File: config.mk
export PLATFORM = sky130hd
export DESIGN_NAME = mouse_cell_picker
export DESIGN_NICKNAME = d
export VERILOG_FILES = /design/src/rtl/mouse_cell_picker.sv
export SDC_FILE = /design/constraint.sdc
export NUM_CORES = 1
export LEC_CHECK = 0
export BUFFER_PORTS_ARGS = -buffer_cell sky130_fd_sc_hd__buf_2
export CELL_PAD_IN_SITES_DETAIL_PLACEMENT = 0
export CELL_PAD_IN_SITES_GLOBAL_PLACEMENT = 1
export CORE_AREA = 2 2 104 126
export DETAILED_ROUTE_END_ITERATION = 8
export DIE_AREA = 0 0 106 128
export PLACE_DENSITY_LB_ADDON = 0.1
export RECOVER_POWER = 100
export SETUP_SLACK_MARGIN = 0.15
export SLEW_MARGIN = 5
export SYNTH_ARGS = -nofsm -noshare
export SYNTH_HDL_FRONTEND = slang
export SYNTH_SLANG_ARGS = --single-unit
File: constraint.sdc
create_clock -name clk74MHz -period 2.2 [get_ports clk74MHz]
set_clock_uncertainty 0.05 [all_clocks]
set_input_delay 0.22 -clock clk74MHz [delete_from_list [all_inputs] [get_ports clk74MHz]]
set_output_delay 0.22 -clock clk74MHz [all_outputs]
set_load 0.05 [all_outputs]
File: src/rtl/mouse_cell_picker.sv
// Maps the synchronised mouse pointer onto the Minesweeper grid.
// Emits one handshaked click event per press and a live hover cell.
//
// Ports:
//   clk74MHz, rst_n           clock, async active-low reset
//   mouse_xpos/ypos [11:0]    pointer position in pixels
//   left, right               button levels
//   event_valid/ready         click event handshake
//   event_type [1:0]          01 reveal, 10 flag, 11 chord
//   event_col/row [4:0]       click target cell
//   hover_valid, col/row      cell under the pointer
module mouse_cell_picker #(
    parameter int BOARD_X0  = 192,
    parameter int BOARD_Y0  = 96,
    parameter int CELL_SIZE = 40,
    parameter int GRID_COLS = 16,
    parameter int GRID_ROWS = 16
) (
    input  logic        clk74MHz,
    input  logic        rst_n,
    input  logic [11:0] mouse_xpos,
    input  logic [11:0] mouse_ypos,
    input  logic        left,
    input  logic        right,
    output logic        event_valid,
    input  logic        event_ready,
    output logic [1:0]  event_type,
    output logic [4:0]  event_col,
    output logic [4:0]  event_row,
    output logic        hover_valid,
    output logic [4:0]  hover_col,
    output logic [4:0]  hover_row
);

    localparam logic [11:0] X0   = 12'(BOARD_X0);
    localparam logic [11:0] Y0   = 12'(BOARD_Y0);
    localparam logic [12:0] CS   = 13'(CELL_SIZE);
    localparam logic [5:0]  COLS = 6'(GRID_COLS);
    localparam logic [5:0]  ROWS = 6'(GRID_ROWS);

    typedef enum logic [1:0] {
        IDLE,
        LOAD,
        DIV,
        ACK
    } state_t;

    state_t state_q, state_d;

    logic        left_q, left_q2, right_q, right_q2;
    logic        slot_full;
    logic [1:0]  slot_type;
    logic [11:0] slot_x, slot_y;

    logic        job_click;
    logic [1:0]  job_type;
    logic [11:0] job_x, job_y;
    logic [12:0] rx, ry;
    logic [5:0]  qx, qy;
    logic        out_q;

    logic [1:0]  rise;
    logic        start_click, start_hover;
    logic        done_x, done_y, at_limit, finish, out_f;

    assign rise = {right_q & ~right_q2, left_q & ~left_q2};

    // A full slot preempts any hover work; click jobs run to completion.
    assign start_click = slot_full &&
        (state_q == IDLE ||
         ((state_q == LOAD || state_q == DIV) && !job_click));
    assign start_hover = (state_q == IDLE) && !slot_full;

    assign done_x   = rx < CS;
    assign done_y   = ry < CS;
    assign at_limit = (qx == COLS) || (qy == ROWS);
    assign out_f    = out_q || at_limit;
    assign finish   = (state_q == DIV) && !start_click &&
                      (out_q || (done_x && done_y) || at_limit);

    always_ff @(posedge clk74MHz or negedge rst_n) begin
        if (!rst_n) begin
            state_q <= IDLE;
        end else begin
            state_q <= state_d;
        end
    end

    always_comb begin
        state_d = state_q;
        unique case (state_q)
            IDLE: state_d = LOAD;
            LOAD: state_d = start_click ? LOAD : DIV;
            DIV: begin
                if (start_click) begin
                    state_d = LOAD;
                end else if (finish) begin
                    state_d = (job_click && !out_f) ? ACK : IDLE;
                end
            end
            ACK: begin
                if (event_ready) begin
                    state_d = IDLE;
                end
            end
            default: state_d = IDLE;
        endcase
    end

    always_ff @(posedge clk74MHz or negedge rst_n) begin
        if (!rst_n) begin
            // History resets high so a button held through reset is ignored.
            left_q      <= 1'b1;
            left_q2     <= 1'b1;
            right_q     <= 1'b1;
            right_q2    <= 1'b1;
            slot_full   <= 1'b0;
            slot_type   <= 2'b00;
            slot_x      <= '0;
            slot_y      <= '0;
            job_click   <= 1'b0;
            job_type    <= 2'b00;
            job_x       <= '0;
            job_y       <= '0;
            rx          <= '0;
            ry          <= '0;
            qx          <= '0;
            qy          <= '0;
            out_q       <= 1'b0;
            event_valid <= 1'b0;
            event_type  <= 2'b00;
            event_col   <= '0;
            event_row   <= '0;
            hover_valid <= 1'b0;
            hover_col   <= '0;
            hover_row   <= '0;
        end else begin
            left_q   <= left;
            left_q2  <= left_q;
            right_q  <= right;
            right_q2 <= right_q;

            if (start_click) begin
                slot_full <= 1'b0;
            end else if (|rise && !slot_full) begin
                slot_full <= 1'b1;
                slot_type <= rise;
                slot_x    <= mouse_xpos;
                slot_y    <= mouse_ypos;
            end

            if (start_click) begin
                job_click <= 1'b1;
                job_type  <= slot_type;
                job_x     <= slot_x;
                job_y     <= slot_y;
            end else if (start_hover) begin
                job_click <= 1'b0;
                job_x     <= mouse_xpos;
                job_y     <= mouse_ypos;
            end

            if (state_q == LOAD && !start_click) begin
                out_q <= (job_x < X0) || (job_y < Y0);
                rx    <= {1'b0, job_x} - {1'b0, X0};
                ry    <= {1'b0, job_y} - {1'b0, Y0};
                qx    <= '0;
                qy    <= '0;
            end

            // Restoring division by repeated subtraction, both axes at once.
            if (state_q == DIV && !start_click && !finish) begin
                if (!done_x) begin
                    rx <= rx - CS;
                    qx <= qx + 6'd1;
                end
                if (!done_y) begin
                    ry <= ry - CS;
                    qy <= qy + 6'd1;
                end
            end

            if (finish) begin
                hover_valid <= !out_f;
                if (!out_f) begin
                    hover_col <= qx[4:0];
                    hover_row <= qy[4:0];
                end
                if (job_click && !out_f) begin
                    event_valid <= 1'b1;
                    event_type  <= job_type;
                    event_col   <= qx[4:0];
                    event_row   <= qy[4:0];
                end
            end

            if (state_q == ACK && event_ready) begin
                event_valid <= 1'b0;
            end
        end
    end

endmodule

-- Word level (Yosys, flattened, before mapping)
Cells that the tools add are included.
- register bits: 123
- bits in latches: 0
- memory bits (writable): 0
- bits in read-only memories: 0
- output and inout port bits: 24
- word-level logic and storage cells: 111
- memories: 0
- add/sub/neg operators: 6
- multipliers: 0
- div/mod/pow operators: 0
- magnitude comparators: 4
- equality and inequality tests: 7
- shift-type cells: 0
- mux-type cells: 29
- bitwise logic cells: 6
- reduce and logical (&&, ||, !) cells: 34
- operators with widths (cell ; count):
    13-bit two-way mux ; 6
    12-bit two-way mux ; 4
    6-bit two-way mux ; 6
    13-bit by 6-bit < comparator with 1-bit output (second input constant) ; 2
    13-bit by 6-bit subtractor with 13-bit output (second input constant) ; 2
    12-bit by 7-bit subtractor with 13-bit output (second input constant) ; 1
    12-bit by 8-bit subtractor with 13-bit output (second input constant) ; 1
    6-bit by 1-bit adder with 6-bit output (second input constant) ; 2
    6-bit by 5-bit == test with 1-bit output (second input constant) ; 2
    12-bit by 7-bit < comparator with 1-bit output (second input constant) ; 1
    12-bit by 8-bit < comparator with 1-bit output (second input constant) ; 1
    1-bit logical AND ; 11
    2-bit two-way mux ; 5
    2-bit AND reduction ; 5
    2-bit one-hot mux with 4 select lines ; 1
    2-bit nonzero test ; 4
    1-bit logical OR ; 7
    1-bit two-way mux ; 7
    1-bit zero test ; 5
    2-bit == test (second input constant) ; 2
    1-bit inverter ; 4
    3-bit != test (second input constant) ; 1
    1-bit AND ; 2
    2-bit by 1-bit == test with 1-bit output (second input constant) ; 1
    3 further kinds ; 3

-- Longest topological paths before layout
Gate-level depths: netlist of run 1.
- depth in word-level cells: 11
- mapped depth: 12

-- Least setup slack after synthesis of run 1
No wires, ideal clock.
- path type: register to register
- start point: register state_q[0]
- end point: register ry[11]
- library setup time: 126 ps
- arrival: 2081 ps
- data required time: 2024 ps
- setup slack: -57 ps
- stages on the path, launching flop included: 11
- period minus slack after synthesis: 2257 ps
- cell sequence: dfrtp_1 > inv_1 > ha_1 > nor2b_2 > o21ai_2 > buf_2 > and3_1 > buf_2 > buf_2 > o21ai_0 > a221o_1
- longest elaborated chain between the ends: 11
- elaborated cells between the ends (all ways): 16
- RTL lines (element ; line ; source):
    start, declared ; 48 ; state_t state_q, state_d;
    start signal, assigned ; 85 ; state_q <= state_d;
    2-bit by 1-bit == test with 1-bit output or 2-bit == test (tied branches) ; -- ;
    1-bit logical OR ; 71 ; ((state_q == LOAD || state_q == DIV) && !job_click));
    1-bit logical AND ; 71 ;
    1-bit logical OR ; 70 ; (state_q == IDLE ||
    1-bit logical AND ; 69 ; assign start_click = slot_full &&
    1-bit zero test ; 78, 163, 172 ;
    1-bit logical AND ; 78, 172 ;
    1-bit logical AND ; 78 ; assign finish = (state_q == DIV) && !start_click &&
    1-bit zero test ; 172 ; if (state_q == DIV && !start_click && !finish) begin
    1-bit logical AND ; 172 ;
    13-bit two-way mux (*) ; 172 ;
    end signal, assigned ; 166 ; ry <= {1'b0, job_y} - {1'b0, Y0};
    end signal, assigned ; 178 ; ry <= ry - CS;
    end, declared ; 58 ; logic [12:0] rx, ry;
Every way passes the cells marked *; elsewhere a longest branch is shown, timed or not.
A chain may end at the register's enable or synchronous reset.

-- Final worst setup path of run 1
- start point: register rx[3]
- end point: register event_row[1]
- longest elaborated chain between the ends: 6
- RTL lines (element ; line ; source):
    start, declared ; 58 ;
    start signal, assigned ; 165 ; rx <= {1'b0, job_x} - {1'b0, X0};
    start signal, assigned ; 174 ; rx <= rx - CS;
    13-bit by 6-bit < comparator with 1-bit output ; 74 ; assign done_x = rx < CS;
    1-bit logical AND ; 79 ; (out_q || (done_x && done_y) || at_limit);
    1-bit logical OR (2 in series) ; 79 ;
    1-bit logical AND ; 78 ;
    2-bit AND reduction (no line) ; -- ;
    end signal, assigned ; 193 ; event_row <= qy[4:0];
    end, declared ; 29 ; output logic [4:0] event_row,
Every way passes these cells.

==> summary by stage, run 1 <==
Timing
The transition at the pin with the smallest max-transition slack is 1080 ps. The post-layout minimum cycle time is 2260 ps. Setup violations remaining at the end of the flow were counted as 12. Setup slack on the critical path of the routed design comes to -62.9 ps. The final-report max-slew violation count is 0. In this run the tightest slew margin relative to its limit is 28.1%. The peak clock frequency supported by timing is 0.442 GHz. The share of the cycle needed by the critical path after routing is 103%.

The final hold violation count was 0. Setup repair after global routing could not meet its margin everywhere.

Yosys
For this run, the register share of the synthesized area comes to 50.8%. The Yosys step of the flow raised 0 warnings. Counting flops with an async set or reset pin after synthesis yields a share of 100%. The net count after synthesis is 504.

Yosys mapped a number of flops with a built-in enable equal to 0. A synthesized cell averages 11.2 um^2. In this run the cell area of the synthesized design comes to 5180 um^2.

The number of register bits inferred by synthesis is 105. The number of instances in the synthesized netlist is 463. Among all flip-flop cells after synthesis, the most frequent one is sky130_fd_sc_hd__dfrtp_1. The number of distinct library cells after synthesis is 67.

Pwr
The switching part of the total power is 36.9%. The internal power is 6.03 mW. The total power is 9.55 mW. The sequential cell fraction of total power is 32.8%. The share of total power dissipated in the clock network is 18.7%. In this run, the combinational gates consume 48.6% of the power. Summed over all nets, the switching power comes to 3.52 mW. The leakage power is 3.23 nW. The areal power density over the cells is 1350 nW/um^2. The worst supply voltage drop on vdd is 586 uV.

Drt
After detailed routing, the total wire length is 12200 um. The detailed router placed 3923 vias in this run. The number of vias per cell after detailed routing is 5.15. The remaining antenna violation count after routing is 0. The detailed-router iteration count before antenna repair is 4.

For this run, design rule violations remaining after detail routing come to 0. For this block, the initial DRC count from the detailed router was 154. In the final routed layout, each cell accounts on average for 16.0 um.

Clock tree
The largest buffer count on any clock path is 2. The clock root buffer master is sky130_fd_sc_hd__clkbuf_16. The number of clock buffers inserted by TritonCTS is 9. The sink count of the clock tree is 105.

TritonCTS built the clock tree. At the later pin of the worst-skew pair, clock insertion delay measures 350 ps. The number of H-tree levels is 3.

Clock-pin slew was measured on the worst setup and hold paths at 80 ps.

Global route
The first global-routing pass estimated 19100 um of wire. Global routing used 17.7% of the available tracks. Summed over all layers, the global routing overflow is 0. The initial antenna violation count was 0. The maximum number of pins on one net before global-route repair is 46. The via count of the first global-routing pass came to 3898.

Hold path
Along the worst hold path, the cell count comes to 2. The startpoint identified for the worst hold timing path is event_ready. The min-delay analysis places its worst path in the category primary input to flip-flop. The end of the worst hold path is event_valid.

Worst setup path
In this run the worst path has a maximum fanout of 6. Together, buffers and inverters on the worst path number 2. In this run the critical register-to-register path is launched from rx[3]. The data arrival time of the worst path is 2440 ps.

The critical path endpoint category is a flip-flop. The internal reg-to-reg setup slack is -60 ps. The worst setup path is of the flip-flop to flip-flop kind. The endpoint of the worst-slack reg-to-reg timing path is event_row[1]. The delay of the slowest cell on the worst path is 400 ps.

The launching element of the worst setup path is rx[3]. The required time at the worst-slack endpoint is 2380 ps. The worst reg-to-reg path cell count is 8. The startpoint type of the worst setup path is a flip-flop.

The critical path's top delay family is simple AND/OR/NAND/NOR gates. Traced cell by cell, the critical path runs through inv_2 > ha_4 > and2b_2 > nand4b_4 > or2_4 > and4b_2 > clkbuf_16 > mux2_4. The slowest stage of the critical path is the sky130_fd_sc_hd__dfrtp_1 cell.

Floorplan
The number of rows in the core area is 45. In this run the standard cell core region covers 12400 um^2. For this configuration, the core starts out at a cell density of 41.6%. The floorplan step defined a die boundary enclosing 13600 um^2. The chip height is 128 um. Measured along the x axis, the die boundary spans 106 um. In this run the count of I/O pins placed on the die edge is 53.

Cells and area
In the final layout, the multi-input gates occupy 2810 um^2. The final cell count without fillers is 762. For this run, the post-layout net count is 634. The ratio of cells with drive above 1 in the final layout is 44.5%. Across the whole layout, storage elements account for 2630 um^2. The number of antenna diodes in the final layout is 0.

The number of fill cells is 1069. Compared with the post-synthesis result, the final layout area differs by 37.1%. The share of the core filled with cells in the final layout is 57.1%.

Run status
The checks that failed: negative setup slack. The run finished, with violations left.

Place
The detailed placement HPWL is 7880 um. The weighted congestion reported at the end of routability-driven placement is 0.794. The number of cells in the design after placement is 706. The number of port buffers is 46.

Flow run
Across the run, the number of max-cap violations was 0.
## how the worst max path moves through the flow
stage / slack [ps] / cells past startpoint / end
final: -60 / 8 / event_row[1]
after global routing: -160 / 8 / event_row[1]
after CTS: -40 / 8 / event_row[4]
after detailed placement: -120 / 9 / ry[9]
after global placement: -50 / 8 / rx[3]
after floorplan: -40 / 9 / event_col[0]
## synthesized netlist by cell type, types with 2 or more instances
cell | n | share of area [%]
sky130_fd_sc_hd__and2_1 | 2 | 0.24
sky130_fd_sc_hd__nor2_1 | 28 | 2.0
sky130_fd_sc_hd__dfstp_2 | 4 | 2.0
sky130_fd_sc_hd__xor2_1 | 7 | 1.2
sky130_fd_sc_hd__clkbuf_1 | 5 | 0.36
sky130_fd_sc_hd__mux2i_1 | 21 | 4.1
sky130_fd_sc_hd__buf_6 | 3 | 0.65
sky130_fd_sc_hd__nor2b_1 | 3 | 0.36
sky130_fd_sc_hd__a31oi_1 | 2 | 0.24
sky130_fd_sc_hd__o21ba_2 | 2 | 0.39
sky130_fd_sc_hd__o221a_2 | 7 | 1.5
sky130_fd_sc_hd__a21oi_1 | 26 | 2.5
sky130_fd_sc_hd__a221oi_1 | 2 | 0.34
sky130_fd_sc_hd__mux2_2 | 34 | 7.4
sky130_fd_sc_hd__inv_1 | 16 | 1.2
sky130_fd_sc_hd__nand4_1 | 3 | 0.36
sky130_fd_sc_hd__a311oi_1 | 3 | 0.51
sky130_fd_sc_hd__nand2b_1 | 4 | 0.48
sky130_fd_sc_hd__o31ai_1 | 5 | 0.72
sky130_fd_sc_hd__nand2_1 | 50 | 3.6
sky130_fd_sc_hd__o211ai_1 | 3 | 0.43
sky130_fd_sc_hd__nor3_1 | 6 | 0.58
sky130_fd_sc_hd__nor4_1 | 2 | 0.24
sky130_fd_sc_hd__a32oi_1 | 2 | 0.34
sky130_fd_sc_hd__mux2_4 | 9 | 2.6
sky130_fd_sc_hd__buf_2 | 8 | 0.77
sky130_fd_sc_hd__o21ai_0 | 42 | 4.1
sky130_fd_sc_hd__a211oi_1 | 2 | 0.29
sky130_fd_sc_hd__ha_1 | 12 | 2.9
sky130_fd_sc_hd__dfrtp_1 | 101 | 49
sky130_fd_sc_hd__and3_1 | 3 | 0.36
sky130_fd_sc_hd__xnor2_1 | 4 | 0.68
sky130_fd_sc_hd__nand3_1 | 8 | 0.77
## worst register-to-register path, stage by stage (launching register included)
cell and delay [ps]:
sky130_fd_sc_hd__dfrtp_1 400, sky130_fd_sc_hd__inv_2 80, sky130_fd_sc_hd__ha_4 120, sky130_fd_sc_hd__and2b_2 230, sky130_fd_sc_hd__nand4b_4 170, sky130_fd_sc_hd__or2_4 280
sky130_fd_sc_hd__and4b_2 350, sky130_fd_sc_hd__clkbuf_16 180, sky130_fd_sc_hd__mux2_4 290
## logic make-up after synthesis
family                     after synthesis  share of synthesized area [%]
and+or+nand+nor                        130                           13.4
AOI/OAI and AO/OA                      106                           13.2
DFF                                    105                           50.8
muxes                                   64                           14.1
buffers and inverters                   35                           3.74
adders and majority gates               12                           2.90
xor gates and xnor gates                11                           1.86
## registers in the layout, indices dropped and copies added (netlist names), 5 cells and up
| register | count |
|---|---|
| rx | 10 |
| ry | 10 |
| job_x | 9 |
| job_y | 9 |
| slot_x | 9 |
| slot_y | 9 |
| qx | 6 |
| qy | 6 |
| event_col | 5 |
| event_row | 5 |
| hover_col | 5 |
| hover_row | 5 |
## metal layers
metal / vias to the layer above / share of wire, % / global-route usage (%)
met5: - / 0 / 0
met1: 1940 / 44 / 22.5
met2: 51 / 52 / 30.7
met3: 14 / 2.1 / 2.03
met4: 0 / 1.8 / 7.51
li1: 1918 / - / -
## area by class of cell
| class | instances | area share [%] |
|---|---|---|
| multi-input combinational | 325 | 39.6 |
| sequential | 105 | 37.1 |
| timing repair buffer | 136 | 14.9 |
| clock buffer | 12 | 3.61 |
| tap | 164 | 2.89 |
| clock inverter | 4 | 1.06 |
| inverter | 16 | 0.846 |
## timing repair
action                     in CTS  in global routing
gates resized for setup        58                 77
setup endpoints to repair      74                 72
setup buffers                  10                 22
hold buffers                    3                  0
cloned                          3                  2
pin swaps                      23                 34
hold endpoints to repair       19                  0
## cell usage in the layout, fill, tap and decap left out, types with 5 or more instances in the layout
cell | synthesis | final
sky130_fd_sc_hd__a21oi_1 | 26 | 15
sky130_fd_sc_hd__a21oi_2 | 0 | 10
sky130_fd_sc_hd__and2_4 | 1 | 5
sky130_fd_sc_hd__buf_2 | 8 | 21
sky130_fd_sc_hd__buf_4 | 1 | 54
sky130_fd_sc_hd__buf_6 | 3 | 20
sky130_fd_sc_hd__clkbuf_1 | 5 | 27
sky130_fd_sc_hd__clkbuf_16 | 0 | 11
sky130_fd_sc_hd__dfrtp_1 | 101 | 101
sky130_fd_sc_hd__ha_1 | 12 | 7
sky130_fd_sc_hd__inv_1 | 16 | 8
sky130_fd_sc_hd__inv_2 | 0 | 8
sky130_fd_sc_hd__mux2_2 | 34 | 30
sky130_fd_sc_hd__mux2_4 | 9 | 13
sky130_fd_sc_hd__mux2i_1 | 21 | 21
sky130_fd_sc_hd__nand2_1 | 50 | 38
sky130_fd_sc_hd__nand2_2 | 1 | 7
sky130_fd_sc_hd__nand2_4 | 0 | 5
sky130_fd_sc_hd__nand3_1 | 8 | 5
sky130_fd_sc_hd__nor2_1 | 28 | 23
sky130_fd_sc_hd__o21ai_0 | 42 | 30
sky130_fd_sc_hd__o21ai_2 | 1 | 8
sky130_fd_sc_hd__o221a_2 | 7 | 5
sky130_fd_sc_hd__xor2_1 | 7 | 7
## metrics by stage
| stage | hold slack [ps] | worst slack (ps) | TNS [ps] | cell area, um^2 |
|---|---|---|---|---|
| 6_report | 1.11 | -62.9 | -593 | 7100 |
| 5_1_grt | 18.6 | -161 | -6740 | 7100 |
| 4_1_cts | 3.27 | -44.2 | -286 | 6640 |
| 3_5_place_dp | 69.8 | -119 | -2300 | 5960 |
| 3_3_place_gp | 67.2 | -50.4 | -928 | 5960 |
| 2_1_floorplan | -126 | -35.4 | -318 | 5230 |
## power groups by stage
stage	Sequential, mW	Combinational (mW)	Clock (mW)
global route	3.23	5.12	1.89
finish	3.13	4.64	1.78
global placement	3.10	3.43	0
CTS	3.11	4.02	1.82
detailed placement	3.13	3.52	0
floorplan	3.05	2.44	0
No activity file was read; power rests on OpenSTA's default activity.
==> run 2: changes to the inputs <==
Settings changed: CORE_AREA 2 2 104 126 to 2 2 113 137, DIE_AREA 0 0 106 128 to 0 0 115 139.
==> run 2 against run 1 <==
  * The flow still finishes with violations (negative setup slack)
  * Power increased by 1.2%
  * Utilization decreased by 7.8 points
  * Sequential share of layout area fell by 0.77 points
  * Cell area grew 2.1%
  * First-iteration DRC count up 35%
  * Register-to-register slack lost 20 ps
  * Critical path type unchanged
  * Critical endpoint is now rx[3]
==> summary by stage, run 2 (synthesis gave the netlist of run 1 again) <==
Run status
The flow ran to the end, but the final reports show violations. The checks that failed: negative setup slack.

Cells and area
The most common library cell in the layout ignoring fill and taps is sky130_fd_sc_hd__dfrtp_1. At the end of the flow the core is filled with cells to 49.3%. The finished layout holds 795 standard cells, fillers aside. The final non-filler cell area is 7250 um^2. In the final layout, the registers with the most flip-flops are rx x10, ry x10. The top cell types in the final layout, fill and taps aside, are sky130_fd_sc_hd__dfrtp_1, sky130_fd_sc_hd__buf_4, sky130_fd_sc_hd__nand2_1. The repair_antennas step left the layout with diodes totalling 0. The number of nets in the layout is 653. The ratio of cells with drive above 1 in the final layout is 44.1%. From synthesis to final layout, the design area changed by 40.0%.

Worst setup path
The critical register-to-register path startpoint is rx[3]. The internal reg-to-reg setup slack is -80 ps. Among the stages of the critical path, the cell type that occurs most often is sky130_fd_sc_hd__buf_6. The critical path depth is 16. The worst reg-to-reg path cell count is 16.

The endpoint identified for the worst register-to-register timing path is rx[3]. The endpoint of the worst setup timing path is rx[3]. The number of buffers and inverters on the critical path is 14.

The launching element of the worst setup path is rx[3]. The kind of critical path is flip-flop to flip-flop. The startpoint type of the worst setup path is a flip-flop. The critical path goes through inv_2 > buf_4 > buf_6 > buf_4 > buf_4 > buf_4 > buf_4 > buf_4 > buf_6 > buf_6 > buf_6 > buf_6 > buf_6 > buf_6 > nor3_2 > a311o_1.

STA classifies the critical path endpoint as a flip-flop. Along the worst path, the maximum fanout reaches 2. On the critical path, the stage with the largest delay is an instance of sky130_fd_sc_hd__dfrtp_1.

The data arrival time of the worst path is 2520 ps. STA puts the critical path data required time at 2440 ps. On the worst path, the slowest cell contributes a delay of 370 ps. The critical path's top delay family is buffers and inverters.

Pwr
Power comes to 9.66 mW. The areal power density over the cells is 1330 nW/um^2. IR analysis of the VDD net gives a maximum drop of 574 uV. The leakage power is 3.33 nW.

Drt
The remaining antenna violation count after routing is 0. The detailed-route wire length per cell is 15.4 um. The number of vias per cell after detailed routing is 5.00.

In this run, the number of DRC markers left after iteration 0 of detailed routing was 208. The routed layout has 3974 vias. The detailed-router iteration count before antenna repair is 5. The routed wire length is 12300 um.

After detailed routing, the number of remaining DRC violations is 0.

Place
The wire-length estimate of the detail-placed layout is 8060 um. The post-detailed-placement cell area is 6030 um^2. The worst setup slack after placement is -46.7 ps. The weighted congestion reported at the end of routability-driven placement is 0.802. The number of cells in the design after placement is 727. Buffers placed on the I/O ports in this run total 46.

Clock tree
In this run the clock root is driven by a sky130_fd_sc_hd__clkbuf_16. At the later pin of the worst-skew pair, clock insertion delay measures 350 ps. The largest buffer count on any clock path is 2. The number of clock buffers added by TritonCTS is 9. The sink count of the clock tree is 105.

After clock tree synthesis, the clock-pin slew on the worst setup and hold paths is 70 ps. The clock tree from TritonCTS is built. The number of H-tree levels is 3.

Timing
The setup slack after layout is -80.8 ps. The transition at the pin with the smallest max-transition slack is 831 ps. The peak clock frequency supported by timing is 0.438 GHz. The post-layout minimum cycle time is 2280 ps.

Setup repair after global routing could not meet its margin everywhere. The aggregate negative setup slack is -567 ps. The worst-case hold slack is 59.4 ps.

The share of the cycle needed by the critical path after routing is 104%. The relative slew slack is 44.6%. The final hold violation count is 0. The final-report max-slew violation count is 0. The setup violation total in the final timing report is 13.

Global route
Entering global routing, the biggest net connects 41 pins. The total routing resource utilization after global routing is 15.9%. The global-route congestion overflow total is 0. The via count of the first global-routing pass is 4022. The initial antenna violation count is 0.

The first global-routing pass estimated 20000 um of wire.

Floorplan
The die is 115 um wide. The number of rows in the core area is 49. The floorplan step defined a die boundary enclosing 16000 um^2. The effective utilization at floorplan is 35.2%. The floorplan step defined a core boundary enclosing 14700 um^2. Pin placement for this block handled 53 I/O pins. The chip height is 139 um.

Hold path
The path class of the tightest hold or removal check is primary input to flip-flop.

Flow run
The max-capacitance violation count is 0.
run 2: cell count changes in the layout (fill, tap and decap cells not counted), sizes merged:
cell,change
clkbuf,-1
buf,+22
and3,-1
bufinv,-1
and2,-1
clkinv,+1
dlygate4sd3,+1
clkinvlp,-1
run 2: area by class of cell:
cell class                 instances  area, um^2
inverter                          16        60.1
clock buffer                      13         280
timing repair buffer             157        1230
fill                            1371        7460
tap                              178         223
multi-input combinational        323        2780
clock inverter                     3        46.3
sequential                       105        2630
run 2: timing repair:
item | 4_1_cts | 5_1_grt
pin swaps | 23 | 27
hold buffers | 4 | 0
setup endpoints to repair | 61 | 69
gates cloned | 1 | 2
gates resized for setup | 66 | 69
hold endpoints to repair | 29 | 0
buffers inserted | 31 | 14
run 2: where the power goes:
group          switching, mW  internal (mW)  leakage [nW]  total [mW]
Sequential             0.518           2.58          1.31        3.10
Combinational           2.29           2.52          1.86        4.81
Clock                  0.738           1.01         0.158        1.75
run 2: how the worst min path moves through the flow:
stage	from	end	slack, ps	depth (start not counted)
2_1_floorplan	rst_n	event_col[0]	-130	0
6_report	mouse_ypos[9]	slot_y[9]	60	2
3_5_place_dp	rst_n	event_type[0]	150	1
3_3_place_gp	rst_n	event_type[0]	150	1
4_1_cts	mouse_ypos[9]	slot_y[9]	40	2
5_1_grt	mouse_xpos[9]	slot_x[9]	50	2
run 2: metal layers:
layer  vias up  wire length, um  part of all wire, %  track usage [%]
met2        69             6100                   50             26.3
met3        13              406                  3.3             3.50
met1      1940             5550                   45             20.2
met5         -                0                    0                0
met4         0              195                  1.6             5.96
li1       1952                -                    -                -
run 2: worst reg2reg max path, stage by stage (launching register included):
cell,delay [ps]
sky130_fd_sc_hd__dfrtp_1,370
sky130_fd_sc_hd__inv_2,70
sky130_fd_sc_hd__buf_4,140
sky130_fd_sc_hd__buf_6,100
sky130_fd_sc_hd__buf_4,120
sky130_fd_sc_hd__buf_4,120
sky130_fd_sc_hd__buf_4,120
sky130_fd_sc_hd__buf_4,120
sky130_fd_sc_hd__buf_4,120
sky130_fd_sc_hd__buf_6,110
sky130_fd_sc_hd__buf_6,100
sky130_fd_sc_hd__buf_6,100
sky130_fd_sc_hd__buf_6,100
sky130_fd_sc_hd__buf_6,100
sky130_fd_sc_hd__buf_6,100
sky130_fd_sc_hd__nor3_2,140
sky130_fd_sc_hd__a311o_1,140
